==> config.mk <==
export PLATFORM = sky130hd
export DESIGN_NAME = alu_instr_sequencer
export DESIGN_NICKNAME = d
export VERILOG_FILES = /design/src/rtl/alu_instr_sequencer_pkg.sv /design/src/rtl/alu_instr_sequencer_reg_onehot_decode.sv /design/src/rtl/alu_instr_sequencer.sv
export SDC_FILE = /design/constraint.sdc
export NUM_CORES = 1
export LEC_CHECK = 0
export CAP_MARGIN = 20
export CORE_MARGIN = 4
export CORE_UTILIZATION = 29
export CTS_CLUSTER_SIZE = 25
export DETAILED_ROUTE_END_ITERATION = 6
export GPL_ROUTABILITY_DRIVEN = 0
export GPL_TIMING_DRIVEN = 0
export PLACE_DENSITY = 0.82
export SETUP_SLACK_MARGIN = 0.2
export SLEW_MARGIN = 15
export SYNTH_ARGS = -nofsm -noshare
export SYNTH_HDL_FRONTEND = slang
export SYNTH_SLANG_ARGS = --single-unit
==> constraint.sdc <==
create_clock -name w_clock -period 2.2 [get_ports w_clock]
set_input_delay 0.33 -clock w_clock [delete_from_list [all_inputs] [get_ports w_clock]]
set_output_delay 0.33 -clock w_clock [all_outputs]
set_load 0.02 [all_outputs]
==> src/rtl/alu_instr_sequencer_pkg.sv <==
// Shared definitions for the fetch/execute sequencer: ALU op codes, sequencer
// states, IR field positions and small op-classification helpers.
package alu_instr_sequencer_pkg;

    typedef enum logic [4:0] {
        OP_ADD  = 5'd0,
        OP_SUB  = 5'd1,
        OP_AND  = 5'd2,
        OP_OR   = 5'd3,
        OP_NOT  = 5'd4,
        OP_MUL  = 5'd5,
        OP_DIV  = 5'd6,
        OP_ROL  = 5'd7,
        OP_ROR  = 5'd8,
        OP_SHR  = 5'd9,
        OP_SHRA = 5'd10,
        OP_SHL  = 5'd11,
        OP_NEG  = 5'd12
    } alu_op_t;

    typedef enum logic [2:0] {
        IDLE, T0, T1, T2, T3, T4, T5, T6
    } seq_state_t;

    localparam int IR_OP_LSB = 27;
    localparam int IR_RA_LSB = 23;
    localparam int IR_RB_LSB = 19;
    localparam int IR_RC_LSB = 15;

    function automatic logic op_is_legal(input logic [4:0] op);
        return op <= OP_NEG;
    endfunction

    // Unary ops take their only operand from Rb, so T4 reuses Rb instead of Rc.
    function automatic logic op_is_unary(input logic [4:0] op);
        return (op == OP_NOT) || (op == OP_NEG);
    endfunction

    function automatic logic op_is_muldiv(input logic [4:0] op);
        return (op == OP_MUL) || (op == OP_DIV);
    endfunction

endpackage

==> src/rtl/alu_instr_sequencer_reg_onehot_decode.sv <==
// 4-bit register index to one-hot select/enable vector, gated by en.
module reg_onehot_decode #(
    parameter int NUM_REGS = 16
) (
    input  logic [3:0]          sel,
    input  logic                en,
    output logic [NUM_REGS-1:0] onehot
);

    always_comb begin
        onehot = '0;
        for (int i = 0; i < NUM_REGS; i++) begin
            onehot[i] = en && (sel == 4'(i));
        end
    end

endmodule

==> src/rtl/alu_instr_sequencer.sv <==
// Moore control unit stepping the datapath through fetch (T0..T2) and
// register-register ALU execute (T3..T6); outputs decode from state and IR.
module alu_instr_sequencer
    import alu_instr_sequencer_pkg::*;
#(
    parameter int NUM_REGS = 16,
    parameter int ALU_OP_W = 6
) (
    input  logic                w_clock,
    input  logic                w_clear,
    input  logic                run,
    input  logic                mem_ready,
    input  logic [31:0]         ir,
    output logic                s_PC,
    output logic                s_Zlow,
    output logic                s_Zhigh,
    output logic                s_MDR,
    output logic [NUM_REGS-1:0] s_R,
    output logic [NUM_REGS-1:0] e_R,
    output logic                e_MAR,
    output logic                e_PC,
    output logic                e_MDR,
    output logic                e_IR,
    output logic                e_Y,
    output logic                e_Z,
    output logic                e_HI,
    output logic                e_LO,
    output logic                w_IncPC,
    output logic                w_read,
    output logic                e_alu,
    output logic [ALU_OP_W-1:0] opcode,
    output logic                busy,
    output logic                done,
    output logic                illegal
);

    seq_state_t state;

    logic [4:0] op;
    logic [3:0] ra;
    logic [3:0] rb;
    logic [3:0] rc;
    logic       legal;
    logic       unary;
    logic       muldiv;
    logic       ir_unused;

    logic       sr_en;
    logic [3:0] sr_sel;
    logic       er_en;

    assign op        = ir[IR_OP_LSB +: 5];
    assign ra        = ir[IR_RA_LSB +: 4];
    assign rb        = ir[IR_RB_LSB +: 4];
    assign rc        = ir[IR_RC_LSB +: 4];
    assign ir_unused = ^ir[IR_RC_LSB-1:0];

    assign legal  = op_is_legal(op);
    assign unary  = op_is_unary(op);
    assign muldiv = op_is_muldiv(op);

    // Instruction end points (T3 illegal, T5, T6) restart a fetch only if run is still high.
    always_ff @(posedge w_clock or negedge w_clear) begin
        if (!w_clear) begin
            state <= IDLE;
        end else begin
            case (state)
                IDLE:    if (run) state <= T0;
                T0:      state <= T1;
                T1:      if (mem_ready) state <= T2;
                T2:      state <= T3;
                T3:      state <= legal ? T4 : (run ? T0 : IDLE);
                T4:      state <= T5;
                T5:      state <= muldiv ? T6 : (run ? T0 : IDLE);
                T6:      state <= run ? T0 : IDLE;
                default: state <= IDLE;
            endcase
        end
    end

    always_comb begin
        s_PC    = 1'b0;
        s_Zlow  = 1'b0;
        s_Zhigh = 1'b0;
        s_MDR   = 1'b0;
        e_MAR   = 1'b0;
        e_PC    = 1'b0;
        e_MDR   = 1'b0;
        e_IR    = 1'b0;
        e_Y     = 1'b0;
        e_Z     = 1'b0;
        e_HI    = 1'b0;
        e_LO    = 1'b0;
        w_IncPC = 1'b0;
        w_read  = 1'b0;
        e_alu   = 1'b0;
        opcode  = '0;
        done    = 1'b0;
        illegal = 1'b0;
        sr_en   = 1'b0;
        sr_sel  = rb;
        er_en   = 1'b0;
        case (state)
            T0: begin
                s_PC    = 1'b1;
                e_MAR   = 1'b1;
                w_IncPC = 1'b1;
                e_Z     = 1'b1;
            end
            T1: begin
                s_Zlow = 1'b1;
                e_PC   = 1'b1;
                w_read = 1'b1;
                e_MDR  = 1'b1;
            end
            T2: begin
                s_MDR = 1'b1;
                e_IR  = 1'b1;
            end
            T3: begin
                if (legal) begin
                    sr_en = 1'b1;
                    e_Y   = 1'b1;
                end else begin
                    illegal = 1'b1;
                end
            end
            T4: begin
                e_alu  = 1'b1;
                e_Z    = 1'b1;
                opcode = ALU_OP_W'(op);
                sr_en  = 1'b1;
                if (!unary) sr_sel = rc;
            end
            T5: begin
                s_Zlow = 1'b1;
                if (muldiv) begin
                    e_LO = 1'b1;
                end else begin
                    er_en = 1'b1;
                    done  = 1'b1;
                end
            end
            T6: begin
                s_Zhigh = 1'b1;
                e_HI    = 1'b1;
                done    = 1'b1;
            end
            default: ;
        endcase
    end

    assign busy = (state != IDLE);

    reg_onehot_decode #(.NUM_REGS(NUM_REGS)) u_s_r_decode (
        .sel    (sr_sel),
        .en     (sr_en),
        .onehot (s_R)
    );

    reg_onehot_decode #(.NUM_REGS(NUM_REGS)) u_e_r_decode (
        .sel    (ra),
        .en     (er_en),
        .onehot (e_R)
    );

endmodule

# --- Yosys cells after proc, flatten, opt, wreduce, memory -nomap -nowiden ---
# Cells that the tools add are included.
# W data, S select, Z words.
totals:
  inputBits: 36
  elab_cells: 112
  output_inout_bits: 56
  regBits: 3
op_classes:
  magnitude_cmp: 1
  reduce_logical: 41
  eq_ne: 43
  muxes: 26
ops:
  columns: ["cell", "count"]
  rows:
  - ["$eq A4 B4 Y1 const B", 16]
  - ["$eq A4 B3 Y1 const B", 8]
  - ["$logic_and A1 B1 Y1", 32]
  - ["$pmux W3 S8", 1]
  - ["$eq A4 B2 Y1 const B", 4]
  - ["$mux W1", 16]
  - ["$eq A5 B3 Y1 const B", 3]
  - ["$eq A3 B3 Y1 const B", 4]
  - ["$mux W3", 4]
  - ["$eq A4 B1 Y1 const B", 2]
  - ["$logic_not A4 Y1", 2]
  - ["$mux W4", 2]
  - ["$eq A3 B2 Y1 const B", 2]
  - ["$eq A5 B4 Y1 const B", 1]
  - ["$le A5 B4 Y1 const B", 1]
  - ["$mux W5", 1]
  - ["$ne A2 B2 Y1 const B", 2]
  - ["$pmux W1 S2", 2]
  - ["$reduce_or A2 Y1", 2]
  - ["$eq A3 B1 Y1 const B", 1]
  - ["$logic_not A3 Y1", 1]
  - ["$reduce_bool A3 Y1", 1]
  - ["$logic_or A1 B1 Y1", 2]
  - ["$reduce_and A2 Y1", 1]

# --- Longest topological paths before layout ---
# Gate-level depths: netlist of run 1.
depth:
  ltp_word: 6
  depth_mapped: 6
  depth_no_buf: 4

# --- Hierarchy ---
# From an unflattened synthesis of run 1, not the netlist that was laid out.
unflattened:
  hier_cells: 106
  area_unflattened_um2: 708.2
by_module_without_submodules:
  columns: ["mod", "area_each_um2", "cells_per_inst", "instances"]
  rows:
  - ["alu_instr_sequencer", 473.0, 60, 1]
  - ["reg_onehot_decode", 117.6, 23, 2]

# --- Worst setup path before layout of run 1 ---
# Ideal clock, no wire load.
synth_timing:
  path_type: "register to output"
  start: "reg state[2]"
  end: "out s_R[13]"
  setup_slack_ps: -109
  arrival_time_ps: 1979
  path_stages_with_launch: 6
  cell_sequence: "dfrtp_1 -> buf_4 -> or3b_1 -> nor3_2 -> a211oi_2 -> nor3b_1"
synth_between:
  elab_chain_len: 4
  elab_cells_between_ends: 6
  classes_between: "eq/ne: 3; mux: 2; reduce/logical: 1"
synth_rtl:
  columns: ["element", "line", "text"]
  rows:
  - ["from (decl)", "alu_instr_sequencer.sv:37", "seq_state_t state;"]
  - ["from (signal assigned)", "alu_instr_sequencer.sv:72", "T3: state <= legal ? T4 : (run ? T0 : IDLE);"]
  - ["from (signal assigned)", "alu_instr_sequencer.sv:74", "T5: state <= muldiv ? T6 : (run ? T0 : IDLE);"]
  - ["from (signal assigned)", "alu_instr_sequencer.sv:75", "T6: state <= run ? T0 : IDLE;"]
  - ["$eq A3 B3 Y1", "alu_instr_sequencer.sv:103", "case (state)"]
  - ["$mux W4", "alu_instr_sequencer.sv:103", null]
  - ["$eq A4 B4 Y1", "alu_instr_sequencer_reg_onehot_decode.sv:13", "onehot[i] = en && (sel == 4'(i));"]
  - ["$logic_and A1 B1 Y1 (*)", "alu_instr_sequencer_reg_onehot_decode.sv:13", null]
  - ["to (decl)", "alu_instr_sequencer.sv:18", "output logic [NUM_REGS-1:0] s_R,"]
# Every way passes the cells marked *; elsewhere a longest branch is shown, timed or not.

# --- Worst setup path after layout of run 1 ---
layout_timing:
  start: "in ir[29]"
  end: "out s_R[13]"
layout_between:
  elab_chain_len: 6
  elab_cells_between_ends: 10
  classes_between: "order compare: 1; eq/ne: 3; mux: 4; reduce/logical: 2"
layout_rtl:
  columns: ["element", "line", "text"]
  rows:
  - ["from (decl)", "alu_instr_sequencer.sv:13", "input logic [31:0] ir,"]
  - ["branches (longest 5 deep; another with $le A5 B4 Y1)", null, null]
  - ["$logic_and A1 B1 Y1 (*)", "alu_instr_sequencer_reg_onehot_decode.sv:13", null]
# Mark *: on every way between the ends.

==> summary.md, run 1 <==
| Metric | Value |
|---|---|
| Top cells by area, synth | dfrtp_1 8.7%, buf_4 7.8%, nor2_1 7.4% |
| Syn_nets | approximately 150 |
| Vias/cell | approximately 5.2 |
| Pwr/cell area | just over 600 nW/um^2 |
| Reg2reg end | state[0]$_DFFE_PN0P_ |
| Initial antenna violation count | 0 |
| Largest regs | state: 3 flops |
| Fillers | 181 |
| Antenna-violating nets left | 0 |
| Global-route wire length before repair | 6.12 mm |
| RR Startpoint | state[2]$_DFFE_PN0P_ |
| Largest net degree at the start of global routing | 11 |
| CTS Buf Count | 3 |
| Detailed Routing Iterations Pass 1 | 4 |
| Power, Total | ~1.3 mW |
| Clock slew at reported path FFs | around 40 ps |
| Reg2reg path depth | 6 |
| Syn Inst Count | 118 |
| Clock Skew | 2.24 ps |
| Most frequent cells in the layout | 55 x buf_4, 16 x buf_6, 15 x clkdlybuf4s50_1, 12 x nor2_1, 10 x dlymetal6s2s_1 |
| Max reg flops | 3 |
| Vias in the first global route | between 1000 and 1500 |
| Die Y | 62.6 um |
| Worst slew pin tran | 558 ps |
| Slowest cell on the critical path | mux2_4 |
| Final Slew Violations | 0 |
| Vias | about 1300 |
| Largest reg by FF count | state |
| MaxCap Viol Count | 0 |
| Worst path required time | around 1900 ps |
| Worst min path class | input port to async pin |
| Longest Clk Path Bufs | 2 |
| Crit Path Category | input port to output pin |
| Initial DRC count | 42 |
| Final hold violations | 0 |
| Die width | 62.6 um |
| Synth-to-layout area growth | 151% |
| YS warnings | 0 |
| NumNets Final | 260 |
| Cell Rows | 19 |
| Gr usage total | between 10% and 20% |
| Arr. time, crit path | 1930 ps |
| Family with the most delay on the worst path | buffers and inverters |
| Fin util | 77.2% |
| Avg Inst Size Synth | 7.32 sq um |
| DRC viols | 0 |
| Violated checks | negative setup slack |
| Synthesized flop and latch total | 3 |
| Yosys cell types | 42 |
| Async SR Flop Fraction | 100% |
| Cts hold-fix bufs | 0 |
| CP Max Fanout | 5 |
| Commonest non-fill, non-tap cell in the layout | buf_4 |
| Initial Utilization | a little under a third |
| Ys flop type | dfrtp_1 |
| Status | finished, violations left |
| Worst vdd ir | 0.000404 V |
| CTS tree | built |
| Fmax | approximately 440 MHz |
| Most used cell, CP | buf_4 |
| # H-tree levels | 1 |
| DR WL/cell | roughly 17 um |
| Crit start category | input port |
| Flop2flop setup slack | 670 ps |
| Seq/Total Area, Yosys | 8.70% |
| Leak | 1.14 nW |
| Tmin final | 2260 ps |
| Slowest stage delay, CP | 330 ps |
| # clock sinks | 3 |
| Area occupied by registers | 76.3 sq um |
| Final worst-path cycle share | 103% |
| EDFF count, synth | 0 |
| Antenna diode count | 0 |
| GR Overflow Total | 0 |
| RSZ-0062 raised after global routing | yes |
| Slew HR | 62.7% |
| # IOs | 92 |
| Worst skew pair latency | 230 ps |
| Multi-input gate area | 1000 sq um |
| Critical path startpoint | ir[29] |
| Port bufs | 75 |
| Cell Chain, Critical Path | clkdlybuf4s15_1 > nor4b_4 > buf_4 > nor2_4 > buf_4 > mux2_4 > nor3b_2 > buf_4 |
| DP Wirelength | 2.77 mm |
| Synth top area share | ~8.7% |
| Total die area | 3910 sq um |
| Root buf cell | clkbuf_4 |
| Core ar. | 2810 sq um |
| Final setup margin | -55.9 ps |
| Buf/Inv on CP | 4 |
| Layout cells sized above 1 | between 60% and 70% |
| Endpoints failing setup | 15 |
| DRT Wirelength | 4.41 mm |
| Syn Std Cell Area | approximately 860 sq um |
| CP Capture Type | output pin |
| Dominant cell type by area after synthesis | dfrtp_1 |
power breakdown:
part | switching (mW) | internal (mW) | total, mW
Sequential | 0.0285 | 0.0813 | 0.110
Combinational | 0.597 | 0.545 | 1.14
Clock | 0.0282 | 0.0679 | 0.0961
Total | 0.653 | 0.694 | 1.35
stage by stage:
stage / worst slack, ps / cell area [sq um] / std cells / hold WS, ps / setup TNS [ps]
final: -55.9 / 2170 / 254 / 275 / -503
after global routing: -132 / 2170 / 254 / 275 / -1400
after floorplan: 151 / 955 / 118 / 34.4 / 0
after global placement: -847 / 1740 / 224 / 522 / -22390
after CTS: -83.6 / 1890 / 247 / 271 / -1030
after detailed placement: -898 / 1740 / 224 / 519 / -23540
Yosys cell counts, types with 2 or more instances:
library cell,count
nor3_1,12
nand3b_1,2
nor2_1,17
mux2i_1,3
nand2b_1,3
nor2b_1,6
nor3b_1,5
nand2_1,5
nand3_1,2
nor4_1,4
or3_1,3
or3b_1,2
clkbuf_1,3
inv_1,4
and3_1,7
dfrtp_1,3
nor3_2,2
nor3b_2,3
buf_4,9
logic make-up (layout without fill, tap and decap cells):
kind of cell	Yosys count	count (layout)	share of synthesized area, %
mux	5	5	7.39
xor+xnor	2	2	2.03
flops	3	3	8.70
compound gates	8	8	9.13
buf+inv	17	122	12.2
simple gates	82	82	60.1
other cells	1	1	0.434
cell type report:
cell class              instances  share of cell area (%)
inverters                       4                   0.693
flip-flops and latches          3                    3.52
clock buffers                   4                    1.21
multi-input cells              98                    46.2
plain buffers                  13                    5.37
repair buffers                101                    41.2
well taps                      31                    1.79
worst max-delay path by stage:
stage | end | cells after the start
global placement | s_R[4] | 7
detailed placement | s_R[5] | 7
finish | s_R[13] | 8
floorplan | s_R[4] | 5
CTS | s_R[2] | 7
global route | s_R[12] | 7
worst reg2reg max path, stage by stage, from the launching register on:
cell     delay [ps]
dfrtp_1         370
buf_6           130
or3b_4          270
nor3_4           50
buf_4           140
buf_6           110
or3_1           330
layer usage:
layer / global-route usage [%] / wire (um) / vias up
li1: - / - / 625
met1: 19.4 / 1610 / 631
met2: 36.6 / 2470 / 60
met3: 4.50 / 284 / 6
met4: 5.51 / 46 / 0
met5: 0 / 0 / -
timing repair:
action,CTS,global route
setup buffers,17,7
cloned,2,0
gates resized for setup,219,76
setup endpoints to repair,54,50
pin swaps,15,15
hold endpoints to repair,0,0
Power figures use the tool's default switching activity.
==> inputs of run 2 (changes only) <==
CORE_MARGIN = unset   (was 4)
==> summary.md, run 2 (synthesized netlist as in run 1, its figures left out) <==
| Metric | Value |
|---|---|
| Status | finished, violations left |
| Violated checks | negative setup slack |
| Hold WS | 285 ps |
| Synth-to-layout area growth | 148% |
| Fillers | approximately 180 |
| Cell Rows | 19 |
| DR WL/cell | 17.6 um |
| Crit Path Category | flop to output pin |
| Vias/cell | 5.41 |
| Antenna diode count | 0 |
| Initial DRC count | 28 |
| # clock sinks | 3 |
| Die width | between 50 and 60 um |
| Final hold violations | 0 |
| # placed instances | 224 |
| Power, Total | 1.37 mW |
| Pwr/cell area | 639 nW/um^2 |
| Core ar. | 2780 sq um |
| GR Overflow Total | 0 |
| RSZ-0062 raised after global routing | yes |
| CP Capture Type | output pin |
| Fmax | 422 MHz |
| Largest net degree at the start of global routing | 11 |
| Total die area | roughly 3200 sq um |
| Initial Utilization | 31.0% |
| Tmin final | approximately 2400 ps |
| Final setup margin | -169 ps |
| Final worst-path cycle share | 108% |
| # H-tree levels | 1 |
| DRC viols | 0 |
| Port bufs | 75 |
| Post-Layout Cell Count | 255 |
| Arr. time, crit path | 2040 ps |
| Largest regs | state: 3 flops |
| Vias in the first global route | 1269 |
| NumNets Final | 261 |
| MaxCap Viol Count | 0 |
| CP Max Fanout | 6 |
| CTS Buf Count | 3 |
| Detailed Routing Iterations Pass 1 | 4 |
| Endpoints failing setup | 15 |
| DP Wirelength | 2.57 mm |
| Clock Skew | 0.438 ps |
| Clock slew at reported path FFs | roughly 40 ps |
| Vias | roughly 1400 |
| Largest reg by FF count | state |
| Gr usage total | 24.7% |
| Critical path startpoint | state[1]$_DFFE_PN0P_ |
| Root buf cell | clkbuf_4 |
| Longest Clk Path Bufs | 2 |
| Die Y | ~57 um |
| Worst skew pair latency | approximately 230 ps |
| Layout cells sized above 1 | 60.7% |
| # IOs | 92 |
| Worst vdd ir | 0.000717 V |
| Most frequent cells in the layout | 47 x buf_4, 20 x buf_6, 16 x clkdlybuf4s50_1, 13 x dlygate4sd2_1, 11 x nor2_1 |
| CTS tree | built |
| RR Startpoint | state[1]$_DFFE_PN0P_ |
| Fin Setup TNS | -925 ps |
| Cts hold-fix bufs | 0 |
| Worst min path class | input port to async pin |
| Global-route wire length before repair | 6.30 mm |
| Final Slew Violations | 0 |
| DRT Wirelength | 4.50 mm |
| Leak | 1.03 nW |
| Initial antenna violation count | 0 |
| Commonest non-fill, non-tap cell in the layout | buf_4 |
| Antenna-violating nets left | 0 |
| Crit start category | flop |
| Max reg flops | 3 |
| Worst path required time | 1870 ps |
==> run 2: changes by cell type in the layout (fill, tap and decap cells not counted), sizes merged <==
cell,previous run,this run
clkdlybuf4s50,15,16
clkdlybuf4s15,3,1
dlygate4sd2,3,13
buf,78,79
clkbuf,9,8
dlymetal6s2s,10,2
==> run 2: worst max-delay path, cell delays in order (launching register included) <==
cell and delay (ps):
dfrtp_1 430, or3b_4 450, nor3_4 210, a211oi_4 110, buf_6 160, buf_6 110, nor3_2 170, buf_4 180
==> run 2: cell type report <==
cell class	instances	area, sq um	share of cell area [%]
tap	31	38.8	1.81
multi-input combinational	98	968	45.2
sequential	3	75.1	3.51
buffer	13	118	5.49
timing repair buffer	102	900	42.0
inverter	4	15.0	0.701
clock buffer	4	26.3	1.23
==> run 2: per-layer routing <==
layer,wire length (um),part of all wire (%),track usage (%)
met3,241,5.4,3.23
met2,2280,51,43.5
met5,0,0,0
met4,172,3.8,9.06
met1,1800,40,30.2
==> run 2: through the flow <==
step                      setup WS, ps  cell area (sq um)  util, %
after floorplan                    151                955        -
after global placement            -838               1740     62.7
after detailed placement          -880               1740     62.7
after CTS                         -135               1920     69.0
after global routing              -201               2140     77.0
final                             -169               2140     77.0
==> run 2: path summary, 6_finish.rpt <==
check	endpoint	slack, ps	cells after the start
max	s_R[3]	-170	7
min	state[1]$_DFFE_PN0P_	290	1
max reg2reg	state[1]$_DFFE_PN0P_	550	7
min reg2reg	state[0]$_DFFE_PN0P_	840	5
max in group asynchronous	state[2]$_DFFE_PN0P_	1770	1
min in group w_clock	state[2]$_DFFE_PN0P_	750	3
==> run 2: report_power, final <==
group,switching [mW],internal (mW)
logic,0.594,0.572
clock network,0.0274,0.0679
registers,0.0265,0.0794
total,0.648,0.719
==> run 2: what timing repair did <==
item | 4_1_cts | 5_1_grt
setup buffers | 21 | 5
resized for setup | 227 | 67
pin swaps | 17 | 21
gates cloned | 1 | 0
endpoints found under the setup margin | 54 | 43
